File: config.mk
export PLATFORM = sky130hd
export DESIGN_NAME = conv_1x1_layer_sequencer
export DESIGN_NICKNAME = d
export VERILOG_FILES = /design/src/rtl/conv_1x1_layer_sequencer_pkg.sv /design/src/rtl/conv_seq_counter.sv /design/src/rtl/conv_1x1_layer_sequencer.sv
export SDC_FILE = /design/constraint.sdc
export NUM_CORES = 1
export LEC_CHECK = 0
export CELL_PAD_IN_SITES_DETAIL_PLACEMENT = 1
export CELL_PAD_IN_SITES_GLOBAL_PLACEMENT = 2
export CORE_MARGIN = 2
export CORE_UTILIZATION = 29
export DETAILED_ROUTE_END_ITERATION = 10
export HOLD_SLACK_MARGIN = 0.12
export PLACE_DENSITY_LB_ADDON = 0.1
export SETUP_SLACK_MARGIN = 0.5
export SKIP_CTS_REPAIR_TIMING = 1
export SLEW_MARGIN = 20
export SYNTH_ARGS = -nofsm -noshare
export SYNTH_HDL_FRONTEND = slang
export SYNTH_HIERARCHICAL = 1
export SYNTH_SLANG_ARGS = --single-unit
File: constraint.sdc
create_clock -name clk -period 4.21 [get_ports clk]
set_input_delay 0.842 -clock clk [delete_from_list [all_inputs] [get_ports clk]]
set_output_delay 0.842 -clock clk [all_outputs]
set_load 0.05 [all_outputs]
File: src/rtl/conv_1x1_layer_sequencer_pkg.sv
// Shared definitions for conv_1x1_layer_sequencer: FSM encoding, derived layer counts
// and counter sizing.
package conv_1x1_layer_sequencer_pkg;

  localparam logic [2:0] ST_IDLE     = 3'd0;
  localparam logic [2:0] ST_LOAD_W   = 3'd1;
  localparam logic [2:0] ST_DRAIN_W  = 3'd2;
  localparam logic [2:0] ST_STREAM   = 3'd3;
  localparam logic [2:0] ST_WAIT_OUT = 3'd4;
  localparam logic [2:0] ST_DONE     = 3'd5;

  function automatic int unsigned calc_nw(input int unsigned cin, input int unsigned cout);
    return cin * cout;
  endfunction

  function automatic int unsigned calc_np(input int unsigned w, input int unsigned h,
                                          input int unsigned cin);
    return w * h * cin;
  endfunction

  function automatic int unsigned calc_no(input int unsigned w, input int unsigned h,
                                          input int unsigned cout, input logic s2);
    return s2 ? cout * (w / 2) * (h / 2) : cout * w * h;
  endfunction

  // Widens a counter when the requested width cannot hold its terminal count.
  function automatic int unsigned cnt_bits(input int unsigned n, input int unsigned w);
    int unsigned need;
    need = $clog2(n + 1);
    return (need > w) ? need : w;
  endfunction

endpackage

File: src/rtl/conv_seq_counter.sv
// Loadable up-counter with a terminal-count flag (count == i_term).
module conv_seq_counter
  import conv_1x1_layer_sequencer_pkg::*;
#(
  parameter int unsigned WIDTH = 8
) (
  input  logic             clk,
  input  logic             reset,
  input  logic             i_load,
  input  logic [WIDTH-1:0] i_load_val,
  input  logic             i_en,
  input  logic [WIDTH-1:0] i_term,
  output logic [WIDTH-1:0] o_count,
  output logic             o_tc
);

  logic [WIDTH-1:0] r_count;

  always_ff @(posedge clk) begin
    if (!reset)      r_count <= '0;
    else if (i_load) r_count <= i_load_val;
    else if (i_en)   r_count <= r_count + 1'b1;
  end

  assign o_count = r_count;
  assign o_tc    = (r_count == i_term);

endmodule

File: src/rtl/conv_1x1_layer_sequencer.sv
// Sequences one 1x1 conv layer: weight preload, gated pixel stream, output counting.
// Optional watchdog enabled by defining SEQ_TIMEOUT_EN.
module conv_1x1_layer_sequencer
  import conv_1x1_layer_sequencer_pkg::*;
#(
  parameter int unsigned DATA_WIDTH      = 32,
  parameter int unsigned IMAGE_WIDTH     = 306,
  parameter int unsigned IMAGE_HEIGHT    = 306,
  parameter int unsigned CHANNEL_NUM_IN  = 64,
  parameter int unsigned CHANNEL_NUM_OUT = 256,
  parameter int unsigned WADDR_WIDTH     = 15,
  parameter int unsigned CNT_WIDTH       = 24,
  parameter int unsigned TIMEOUT_CYCLES  = 65535
) (
  input  logic                   clk,
  input  logic                   reset,
  input  logic                   start,
  input  logic                   stride2_cfg,
  output logic                   weight_rd_en,
  output logic [WADDR_WIDTH-1:0] weight_rd_addr,
  input  logic [DATA_WIDTH-1:0]  weight_rd_data,
  output logic                   valid_weight_out,
  output logic [DATA_WIDTH-1:0]  weight_out,
  output logic                   stride2,
  input  logic                   valid_pxl_in,
  input  logic [DATA_WIDTH-1:0]  pxl_in,
  output logic                   pxl_ready,
  output logic                   valid_pxl_out,
  output logic [DATA_WIDTH-1:0]  pxl_out,
  input  logic                   conv_valid_out,
  output logic                   busy,
  output logic                   done,
  output logic                   error
);

  localparam int unsigned NW     = calc_nw(CHANNEL_NUM_IN, CHANNEL_NUM_OUT);
  localparam int unsigned NP     = calc_np(IMAGE_WIDTH, IMAGE_HEIGHT, CHANNEL_NUM_IN);
  localparam int unsigned NO_S1  = calc_no(IMAGE_WIDTH, IMAGE_HEIGHT, CHANNEL_NUM_OUT, 1'b0);
  localparam int unsigned NO_S2  = calc_no(IMAGE_WIDTH, IMAGE_HEIGHT, CHANNEL_NUM_OUT, 1'b1);
  localparam int unsigned PCNT_W = cnt_bits(NP, CNT_WIDTH);
  localparam int unsigned OCNT_W = cnt_bits((NO_S1 > NO_S2) ? NO_S1 : NO_S2, CNT_WIDTH);

  if ((TIMEOUT_CYCLES == 0) || (64'(NW) > (64'd1 << WADDR_WIDTH))) begin : g_cfg_check
    $error("conv_1x1_layer_sequencer: TIMEOUT_CYCLES must be >= 1 and WADDR_WIDTH must cover NW");
  end

  logic [2:0]             r_state, w_state_next;
  logic                   r_stride2, r_valid_w, r_valid_pxl;
  logic [DATA_WIDTH-1:0]  r_pxl;
  logic                   w_start_ok, w_xfer, w_pxl_last, w_active, w_out_en, w_out_hit, w_timeout;
  logic [WADDR_WIDTH-1:0] w_waddr;
  logic                   w_waddr_tc, w_pcnt_tc, w_ocnt_tc;
  logic [PCNT_W-1:0]      w_pcnt;
  logic [OCNT_W-1:0]      w_ocnt, w_no;

  assign w_start_ok = (r_state == ST_IDLE) && start;
  assign w_active   = (r_state == ST_STREAM) || (r_state == ST_WAIT_OUT);
  assign w_xfer     = valid_pxl_in && pxl_ready;
  assign w_pxl_last = w_xfer && (w_pcnt == PCNT_W'(NP - 1));
  assign w_no       = r_stride2 ? OCNT_W'(NO_S2) : OCNT_W'(NO_S1);
  assign w_out_en   = conv_valid_out && w_active && !w_ocnt_tc;
  // Look ahead one output so done follows the final conv_valid_out by a single cycle.
  assign w_out_hit  = w_ocnt_tc || (w_out_en && (w_ocnt == w_no - 1'b1));

  conv_seq_counter #(.WIDTH(WADDR_WIDTH)) u_waddr_cnt (
    .clk(clk), .reset(reset), .i_load(w_start_ok), .i_load_val('0),
    .i_en(r_state == ST_LOAD_W), .i_term(WADDR_WIDTH'(NW - 1)),
    .o_count(w_waddr), .o_tc(w_waddr_tc)
  );

  conv_seq_counter #(.WIDTH(PCNT_W)) u_pxl_cnt (
    .clk(clk), .reset(reset), .i_load(w_start_ok), .i_load_val('0),
    .i_en(w_xfer), .i_term(PCNT_W'(NP)),
    .o_count(w_pcnt), .o_tc(w_pcnt_tc)
  );

  conv_seq_counter #(.WIDTH(OCNT_W)) u_out_cnt (
    .clk(clk), .reset(reset), .i_load(w_start_ok), .i_load_val('0),
    .i_en(w_out_en), .i_term(w_no),
    .o_count(w_ocnt), .o_tc(w_ocnt_tc)
  );

  always_comb begin
    w_state_next = r_state;
    case (r_state)
      ST_IDLE:     if (start) w_state_next = ST_LOAD_W;
      ST_LOAD_W:   if (w_waddr_tc) w_state_next = ST_DRAIN_W;
      ST_DRAIN_W:  w_state_next = ST_STREAM;
      ST_STREAM:   if (w_pxl_last) w_state_next = ST_WAIT_OUT;
      ST_WAIT_OUT: if (w_out_hit) w_state_next = ST_DONE;
      ST_DONE:     w_state_next = ST_IDLE;
      default:     w_state_next = ST_IDLE;
    endcase
    if (w_timeout) w_state_next = ST_IDLE;
  end

  always_ff @(posedge clk) begin
    if (!reset) begin
      r_state     <= ST_IDLE;
      r_stride2   <= 1'b0;
      r_valid_w   <= 1'b0;
      r_valid_pxl <= 1'b0;
      r_pxl       <= '0;
    end else begin
      r_state     <= w_state_next;
      if (w_start_ok) r_stride2 <= stride2_cfg;
      r_valid_w   <= weight_rd_en;
      r_valid_pxl <= w_xfer;
      if (w_xfer) r_pxl <= pxl_in;
    end
  end

`ifdef SEQ_TIMEOUT_EN
  localparam int unsigned WDOG_W = $clog2(TIMEOUT_CYCLES + 1);
  logic [WDOG_W-1:0] r_wdog;
  logic              r_error;

  assign w_timeout = w_active && !w_xfer && !conv_valid_out &&
                     (r_wdog == WDOG_W'(TIMEOUT_CYCLES - 1));

  always_ff @(posedge clk) begin
    if (!reset || !w_active || w_xfer || conv_valid_out || w_timeout) r_wdog <= '0;
    else r_wdog <= r_wdog + 1'b1;
    if (!reset) r_error <= 1'b0;
    else        r_error <= w_timeout;
  end

  assign error = r_error;
`else
  assign w_timeout = 1'b0;
  assign error     = 1'b0;
`endif

  assign weight_rd_en     = (r_state == ST_LOAD_W);
  assign weight_rd_addr   = weight_rd_en ? w_waddr : '0;
  assign valid_weight_out = r_valid_w;
  assign weight_out       = r_valid_w ? weight_rd_data : '0;
  assign stride2          = r_stride2;
  assign pxl_ready        = (r_state == ST_STREAM) && !w_pcnt_tc;
  assign valid_pxl_out    = r_valid_pxl;
  assign pxl_out          = r_pxl;
  assign busy             = (r_state != ST_IDLE);
  assign done             = (r_state == ST_DONE);

endmodule

; Yosys cells after proc, flatten, opt, wreduce, memory -nomap -nowiden
; Cells that the tools add are included.
[totals]
regBits = 102
input_bits = 70
elab_cells = 50
[classes]
add_sub_neg = 4
eq_ne = 14
mux = 8
n_bitwise = 1
reduce_logical = 15
[ops]
columns = operator, n
row1 = $eq 25x25->1, 2
row2 = $eq 24x23->1 const B, 2
row3 = $mux 32, 1
row4 = $add 25x1->25 const B, 1
row5 = $mux 25, 1
row6 = $sub 25x1->25 const B, 1
row7 = $add 24x1->24 const B, 1
row8 = $add 15x1->15 const B, 1
row9 = $eq 15x14->1 const B, 1
row10 = $mux 15, 1
row11 = $pmux 3 s5, 1
row12 = $mux 3, 4
row13 = $logic_and 1x1->1, 7
row14 = $eq 3x2->1 const B, 2
row15 = $eq 3x3->1 const B, 2
row16 = $ne 2x2->1 const B, 3
row17 = $reduce_and 4->1, 1
row18 = $eq 3x1->1 const B, 1
row19 = $logic_not 3->1, 1
row20 = $reduce_bool 3->1, 1
row21 = $logic_not 1->1, 2
row22 = $logic_or 1x1->1, 2
row23 = $ne 2x1->1 const B, 1
row24 = $reduce_or 2->1, 1
row25 = $not 1->1, 1

; Depth between registers and ports, before layout
; Gate-level depths: netlist of the first run.
[logic_depth]
ltp_word = 8
ltp_mapped = 15
mapped_depth_nobuf = 11

; By module
; The synthesis of the first run kept the hierarchy.
[modules_own_cells]
columns = mod, n_inst, cells_per_inst, area_per_inst_um2, seq_area_each_um2
row1 = conv_1x1_layer_sequencer, 1, 256, 2042.0, 760.7
row2 = conv_seq_counter (u_out_cnt), 1, 219, 1789.2, 500.5
row3 = conv_seq_counter (u_pxl_cnt), 1, 199, 1636.6, 480.5
row4 = conv_seq_counter (u_waddr_cnt), 1, 118, 1014.7, 300.3

; Least setup slack after synthesis of the first run
; No wires, ideal clock.
[synth_path]
path_type = input-to-reg
startpoint = input port valid_pxl_in
endpoint = register u_pxl_cnt.r_count[21], in the netlist u_pxl_cnt/o_count[21]
setup_ps = 74
arrival_time_ps = 3318
setup_slack_ps = 818
path_stages = 10
n_path_buf = 4
path_cell_list = or4b_4 buf_6 inv_2 buf_2 buf_2 nand4_2 or4_4 buf_6 or4_1 a31oi_1
[synth_via]
elab_chain_cells = 1
[synth_lines]
columns = item, line
row1 = start: declaration, conv_1x1_layer_sequencer.sv:25  ; input logic valid_pxl_in,
row2 = $logic_and 1x1->1, conv_1x1_layer_sequencer.sv:58  ; assign w_xfer = valid_pxl_in && pxl_ready;
row3 = named net w_xfer, conv_1x1_layer_sequencer.sv:50  ; logic w_start_ok, w_xfer, w_pxl_last, w_active, w_out_en, w_out_hit, w_timeout;
row4 = end signal: assignment, conv_seq_counter.sv:21  ; else if (i_load) r_count <= i_load_val;
row5 = end signal: assignment, conv_seq_counter.sv:22  ; else if (i_en) r_count <= r_count + 1'b1;
row6 = end: declaration, conv_seq_counter.sv:17  ; logic [WIDTH-1:0] r_count;
; The timed path passes the listed nets, and every way through them passes these cells.
; A chain may end at the register's enable or synchronous reset.

; Worst setup path after layout of the first run
[layout_path]
startpoint = register u_pxl_cnt.r_count[14], in the netlist u_pxl_cnt/o_count[14]
endpoint = output port pxl_ready
[layout_via]
elab_chain_cells = 3
[layout_lines]
columns = item, line
row1 = $eq 24x23->1, conv_seq_counter.sv:26  ; assign o_tc = (r_count == i_term);
row2 = named net w_pcnt_tc, conv_1x1_layer_sequencer.sv:52  ; logic w_waddr_tc, w_pcnt_tc, w_ocnt_tc;
row3 = $logic_not 1->1, conv_1x1_layer_sequencer.sv:139  ; assign pxl_ready = (r_state == ST_STREAM) && !w_pcnt_tc;
row4 = $logic_and 1x1->1, conv_1x1_layer_sequencer.sv:139
row5 = end: declaration, conv_1x1_layer_sequencer.sv:27  ; output logic pxl_ready,
; The timed path passes the listed nets, and every way through them passes these cells.

==> results.yml, run 1 <==
run_status:
  status: "completed"
timing:
  rsz0062_at_grt: "false"
  hold_viol: 0
  fmax_mhz: 300
  worst_pin_slew_ps: 977
  clock_skew_ps: 15.2
  finalCritPeriodShare: 0.791
  min_period_ps: 3330
  finalSetupViolCount: 0
  relSlewSlack: 0.348
  final_max_slew_viol_count: 0
  fin_tns_setup_ps: 0
power:
  power_mw: 2.87
  ir_drop_uv: 193
  pwr-share-seq: 0.431
  pwr-share-clk: 0.310
  combPwrFrac: 0.259
  p_sw_frac: 0.369
  p_per_area_nw_per_um2: 323
  switchingPower_mw: 1.06
  p_int_mw: 1.81
  p_leak_nw: 3.29
floorplan:
  initial_core_util: 0.296
  ios: 157
  coreArea_sq_um: 21900
  dieArea_sq_um: 23600
  die_x_um: 154
  fp-row-count: 54
  die_h_um: 154
global_routing:
  gr-usage-all-layers: 0.176
  grt_pass1_wl_um: 33800
  grt_pass1_vias: 6195
  grt_max_degree: 85
  antenna_found_initial: 0
  grt_overflow: 0
clocking:
  root_buffer: "clkbuf_16"
  clock-sinks: 102
  clock_latency_ps: 360
  numCtsBuffers: 9
  cts-htree-levels: 3
  clock_path_buffers: 2
  path_clk_slew_ps: 90
  cts_tree: "built"
routing:
  drt_first_iter_violations: 204
  first_pass_iters: 4
  viasPerCell: 4.77
  detail-route-antenna-nets: 0
  wl_per_cell_um: 15.7
  route.detailed.drc: 0
  drt-total-wl_um: 20600
  dr_total_vias: 6249
finish:
  final_common_cell: "clkdlybuf4s50_1"
  area_delta_synth_final_pct: 37.0
  num_antenna_cells: 0
  layout_common_cells: "154 x clkdlybuf4s50_1, 119 x conb_1, 110 x nand2_1, 101 x dfxtp_1, 58 x xnor2_1"
  nNetsFinal: 1098
  layout-drive-gt1-share: 0.0534
critical_path:
  worst_setup_path_start_kind: "flop"
  rr_startpoint: "u_pxl_cnt/o_count[7]"
  critPathRequiredTime_ps: 3370
  rr_worst_depth: 10
  rrSetupSlack_ps: 950
  critPathArrivalTime_ps: 2490
  critPathKind: "flop to primary output"
  crit_fanout: 7
  r2r_end: "u_pxl_cnt/o_count[19]"
  end_kind: "primary output"
min_path:
  holdPathEnd: "pxl_out[22]"
  hold_path.startpoint: "pxl_out[22]"
  hold_class: "flop to flop"
  hold-path-cell-count: 2
place:
  hpwl_um: 14900
  gp_congestion: 0.751
  port_buffers: 155
yosys:
  seq_area_frac_synth: 0.315
  synth_ff_type: "dfxtp_1"
  synth_top_area_frac: 0.315
  synth_area_sq_um: 6480
  synth_area_leaders: "dfxtp_1 31%, xnor2_1 7.8%, nand2_1 6.4%"
  synth_largest_area_cell: "dfxtp_1"
  synth_cell_type_count: 69
  ys_warn_count: 6
  synth_edf_count: 0
  ys_ff_latch: 102
  async_flop_share: 0
  synthCells: 792
  avgSynthCellArea_sq_um: 8.18
run:
  max-cap-violations: 0
cells in the mapped netlist (all sizes together), types with 2 or more instances:
master   instances
nand2          111
dfxtp          102
xnor2           58
and2            50
o21ai           48
clkbuf          40
xor2            40
nand4           37
a21boi          33
nor4            26
a21oi           25
nand3           21
buf             18
nor3            18
o211a           16
nor2            15
inv             13
a31oi           12
nand2b          12
or3             11
or4             11
nand4b           7
o31ai            7
and4             6
and3             5
o311a            5
a211oi           4
mux2i            4
ha               3
nor2b            3
o2111ai          3
o21a             3
or4b             3
conb             2
nor3b            2
nor4b            2
o31a             2
or4bb            2
routing by layer:
layer | part of all wire | vias up | routed length (um) | global-route usage
li1 | - | 3182 | - | -
met1 | 0.47 | 2921 | 9750 | 0.230
met2 | 0.48 | 135 | 9820 | 0.303
met3 | 0.040 | 11 | 825 | 0.0310
met4 | 0.0089 | 0 | 184 | 0.0376
met5 | 0 | - | 0 | 0
flip-flops by register name, summed over array words and instances (netlist names):
register,count
stride2,1
pxl_out,32
valid_weight_out,1
r_state,3
u_pxl_cnt/o_count,24
u_out_cnt/o_count,25
valid_pxl_out,1
u_waddr_cnt/o_count,15
power by group through the flow:
| stage | clock network, mW | registers [mW] | logic, mW |
|---|---|---|---|
| after floorplan | 0 | 1.19 | 0.551 |
| after global placement | 0 | 1.26 | 0.742 |
| after CTS | 0.931 | 1.24 | 0.754 |
| final | 0.888 | 1.24 | 0.744 |
| after global routing | 0.969 | 1.26 | 0.821 |
| after detailed placement | 0 | 1.26 | 0.748 |
how the worst max path moves through the flow:
stage / slack, ps / start / endpoint
global placement: 570 / valid_pxl_in / u_pxl_cnt/o_count[21]
detailed placement: 540 / valid_pxl_in / u_pxl_cnt/o_count[19]
floorplan: 820 / valid_pxl_in / u_pxl_cnt/o_count[21]
finish: 880 / u_pxl_cnt/o_count[14] / pxl_ready
global route: 670 / u_pxl_cnt/o_count[17] / pxl_ready
CTS: 770 / stride2 / u_out_cnt/o_count[17]
through the flow:
| step | util | setup WS [ps] | hold WS [ps] | cell area [sq um] | std cells |
|---|---|---|---|---|---|
| after global placement | 0.392 | 569 | 444 | 8580 | 1294 |
| after CTS | 0.406 | 768 | 464 | 8880 | 1310 |
| after global routing | 0.406 | 674 | 488 | 8880 | 1310 |
| final | 0.406 | 881 | 456 | 8880 | 1310 |
| after detailed placement | 0.392 | 541 | 452 | 8580 | 1294 |
| after floorplan | - | 818 | 502 | 6920 | 909 |
critical path, cell delays in order (launching register included):
cell and delay (ps):
dfxtp_1 500, xor2_1 110, nor4_1 310, nand4_1 120, nor3_1 250, nor3_1 110, clkdlybuf4s50_1 730
cells by family (layout without fill, tap and decap cells):
logic type / count (synthesis) / count (layout) / synth area share
adders and majority gates: 3 / 3 / 0.00579
DFF: 102 / 102 / 0.315
and+or+nand+nor: 347 / 347 / 0.312
buffers and inverters: 71 / 192 / 0.0558
AOI/OAI and AO/OA: 165 / 165 / 0.172
other: 2 / 119 / 0.00116
muxes: 4 / 4 / 0.00618
xor gates and xnor gates: 98 / 98 / 0.132
final cells by class:
| class | count | area (sq um) |
|---|---|---|
| Inverter | 13 | 48.8 |
| Sequential cell | 102 | 2040 |
| Tap cell | 280 | 350 |
| Clock buffer | 9 | 225 |
| Timing Repair Buffer | 163 | 1610 |
| Clock inverter | 7 | 81.3 |
| Multi-Input combinational cell | 736 | 4530 |
| Fill cell | 2658 | 13000 |
Power figures use the tool's default switching activity.
==> run 2, diff against run 1 <==
==> constraint.sdc (replaced) <==
create_clock -name clk -period 3.1 [get_ports clk]
set_input_delay 0.62 -clock clk [delete_from_list [all_inputs] [get_ports clk]]
set_output_delay 0.62 -clock clk [all_outputs]
set_load 0.05 [all_outputs]
==> run 2 against run 1 <==
Compared with the run above: utilization rose by 3.7 points; sequential share of layout area down 1.4 points; final cell count is 3.7% higher; worst setup slack worse by 610 ps; design area rose by 9.1%; critical path type is now flop to flop; critical endpoint is now u_pxl_cnt/o_count[14]; highest routed layer unchanged.
==> results.yml, run 2 (synthesis results as in run 1) <==
finish:
  largest_register_ffs: 32
  nNetsFinal: 1147
  final_common_cell: "conb_1"
  n_fill_cell: 2581
  multi_input_area_sq_um: 4730
  area_delta_synth_final_pct: 49.6
  regArea_sq_um: 2100
  final_cell_area_sq_um: 9700
  layout-drive-gt1-share: 0.154
  num_antenna_cells: 0
  layout_common_cells: "119 x conb_1, 110 x nand2_1, 103 x clkdlybuf4s50_1, 80 x dfxtp_1, 63 x buf_4"
place:
  port_buffers: 155
  placed_area_sq_um: 9020
  gp_congestion: 0.806
  hpwl_um: 16200
clocking:
  clock-sinks: 102
  cts_tree: "built"
  clock_path_buffers: 2
  numCtsBuffers: 9
  path_clk_slew_ps: 80
  clock_latency_ps: 360
  cts-htree-levels: 3
  root_buffer: "clkbuf_16"
global_routing:
  grt_pass1_wl_um: 35200
  grt_overflow: 0
  grt_pass1_vias: 6360
  grt_max_degree: 46
  antenna_found_initial: 0
  gr-usage-all-layers: 0.184
critical_path:
  crit_slowest_cell: "or4_4"
  end_kind: "flop"
  critPathKind: "flop to flop"
  crit_fanout: 6
  critPathBufInv: 2
  critical-path-top-delay-family: "simple AND/OR/NAND/NOR gates"
  worst_setup_path_start_kind: "flop"
  rrSetupSlack_ps: 270
  critPathArrivalTime_ps: 3130
  crit_path_cell_trace: "xor2_1 > nor4_4 > nand4_1 > nor3_2 > or4b_4 > inv_4 > nand4_4 > or4_4 > buf_6 > or3_1 > a31oi_1"
  cpPeakStageDelay_ps: 590
  critPathRequiredTime_ps: 3400
routing:
  route.detailed.drc: 0
  dr_total_vias: 6485
  drt_first_iter_violations: 322
  drt-total-wl_um: 22200
  first_pass_iters: 4
  viasPerCell: 4.77
  wl_per_cell_um: 16.4
  detail-route-antenna-nets: 0
power:
  p_per_area_nw_per_um2: 419
  p_leak_nw: 4.18
  power_mw: 4.06
  p_int_mw: 2.56
  p_sw_frac: 0.370
  switchingPower_mw: 1.50
  pwr-share-seq: 0.401
  combPwrFrac: 0.300
  pwr-share-clk: 0.300
  ir_drop_uv: 262
timing:
  hold_viol: 0
  clock_skew_ps: 8.47
  finalHoldWorstSlack_ps: 455
  worst_pin_slew_ps: 1030
  fin_tns_setup_ps: 0
  final_max_slew_viol_count: 0
  rsz0062_at_grt: "true"
  finalSetupViolCount: 0
  relSlewSlack: 0.313
  finalCritPeriodShare: 0.913
  fmax_mhz: 353
  min_period_ps: 2830
floorplan:
  die_h_um: 154
  initial_core_util: 0.296
  die_x_um: 154
  dieArea_sq_um: 23600
  coreArea_sq_um: 21900
  fp-row-count: 54
  ios: 157
run_status:
  status: "completed"
min_path:
  hold_class: "flop to flop"
run:
  max-cap-violations: 0
## run 2: power by group through the flow
stage / clock network [mW] / registers (mW) / logic (mW)
final: 1.22 / 1.63 / 1.22
after floorplan: 0 / 1.63 / 0.761
after detailed placement: 0 / 1.66 / 1.17
after CTS: 1.27 / 1.63 / 1.18
after global placement: 0 / 1.66 / 1.16
after global routing: 1.34 / 1.65 / 1.33
## run 2: per-stage QoR
stage                util  std cells  worst slack (ps)
detailed placement  0.412       1330              9.74
global placement    0.412       1330              28.9
CTS                 0.426       1346              -116
finish              0.443       1359               270
global route        0.443       1359               180
floorplan               -        909               148
## run 2: worst paths after layout
path | end | from | cells past startpoint
setup reg to reg | u_pxl_cnt/o_count[14] | u_pxl_cnt/o_count[14] | 11
hold / removal | pxl_out[22] | pxl_out[22] | 2
hold reg to reg | pxl_out[22] | pxl_out[22] | 2
setup / recovery | u_pxl_cnt/o_count[14] | u_pxl_cnt/o_count[14] | 11
## run 2: metal layers
metal,GRT usage,part of all wire,vias up
li1,-,-,3269
met1,0.245,0.47,3040
met2,0.312,0.47,159
met3,0.0355,0.050,17
met4,0.0363,0.013,0
met5,0,0,-
## run 2: worst min-delay path, delay by kind of cell (launching register included)
| kind | cells | cell delay (ps) |
|---|---|---|
| AOI/OAI and AO/OA | 1 | 50 |
| DFF | 1 | 310 |
| and+or+nand+nor | 1 | 50 |
## run 2: area by class of cell
| cell class | count | area share |
|---|---|---|
| well taps | 280 | 0.0361 |
| clock inverters | 7 | 0.00865 |
| inverters | 13 | 0.00568 |
| multi-input cells | 736 | 0.488 |
| repair buffers | 212 | 0.222 |
| flip-flops and latches | 102 | 0.216 |
| clock buffers | 9 | 0.0232 |
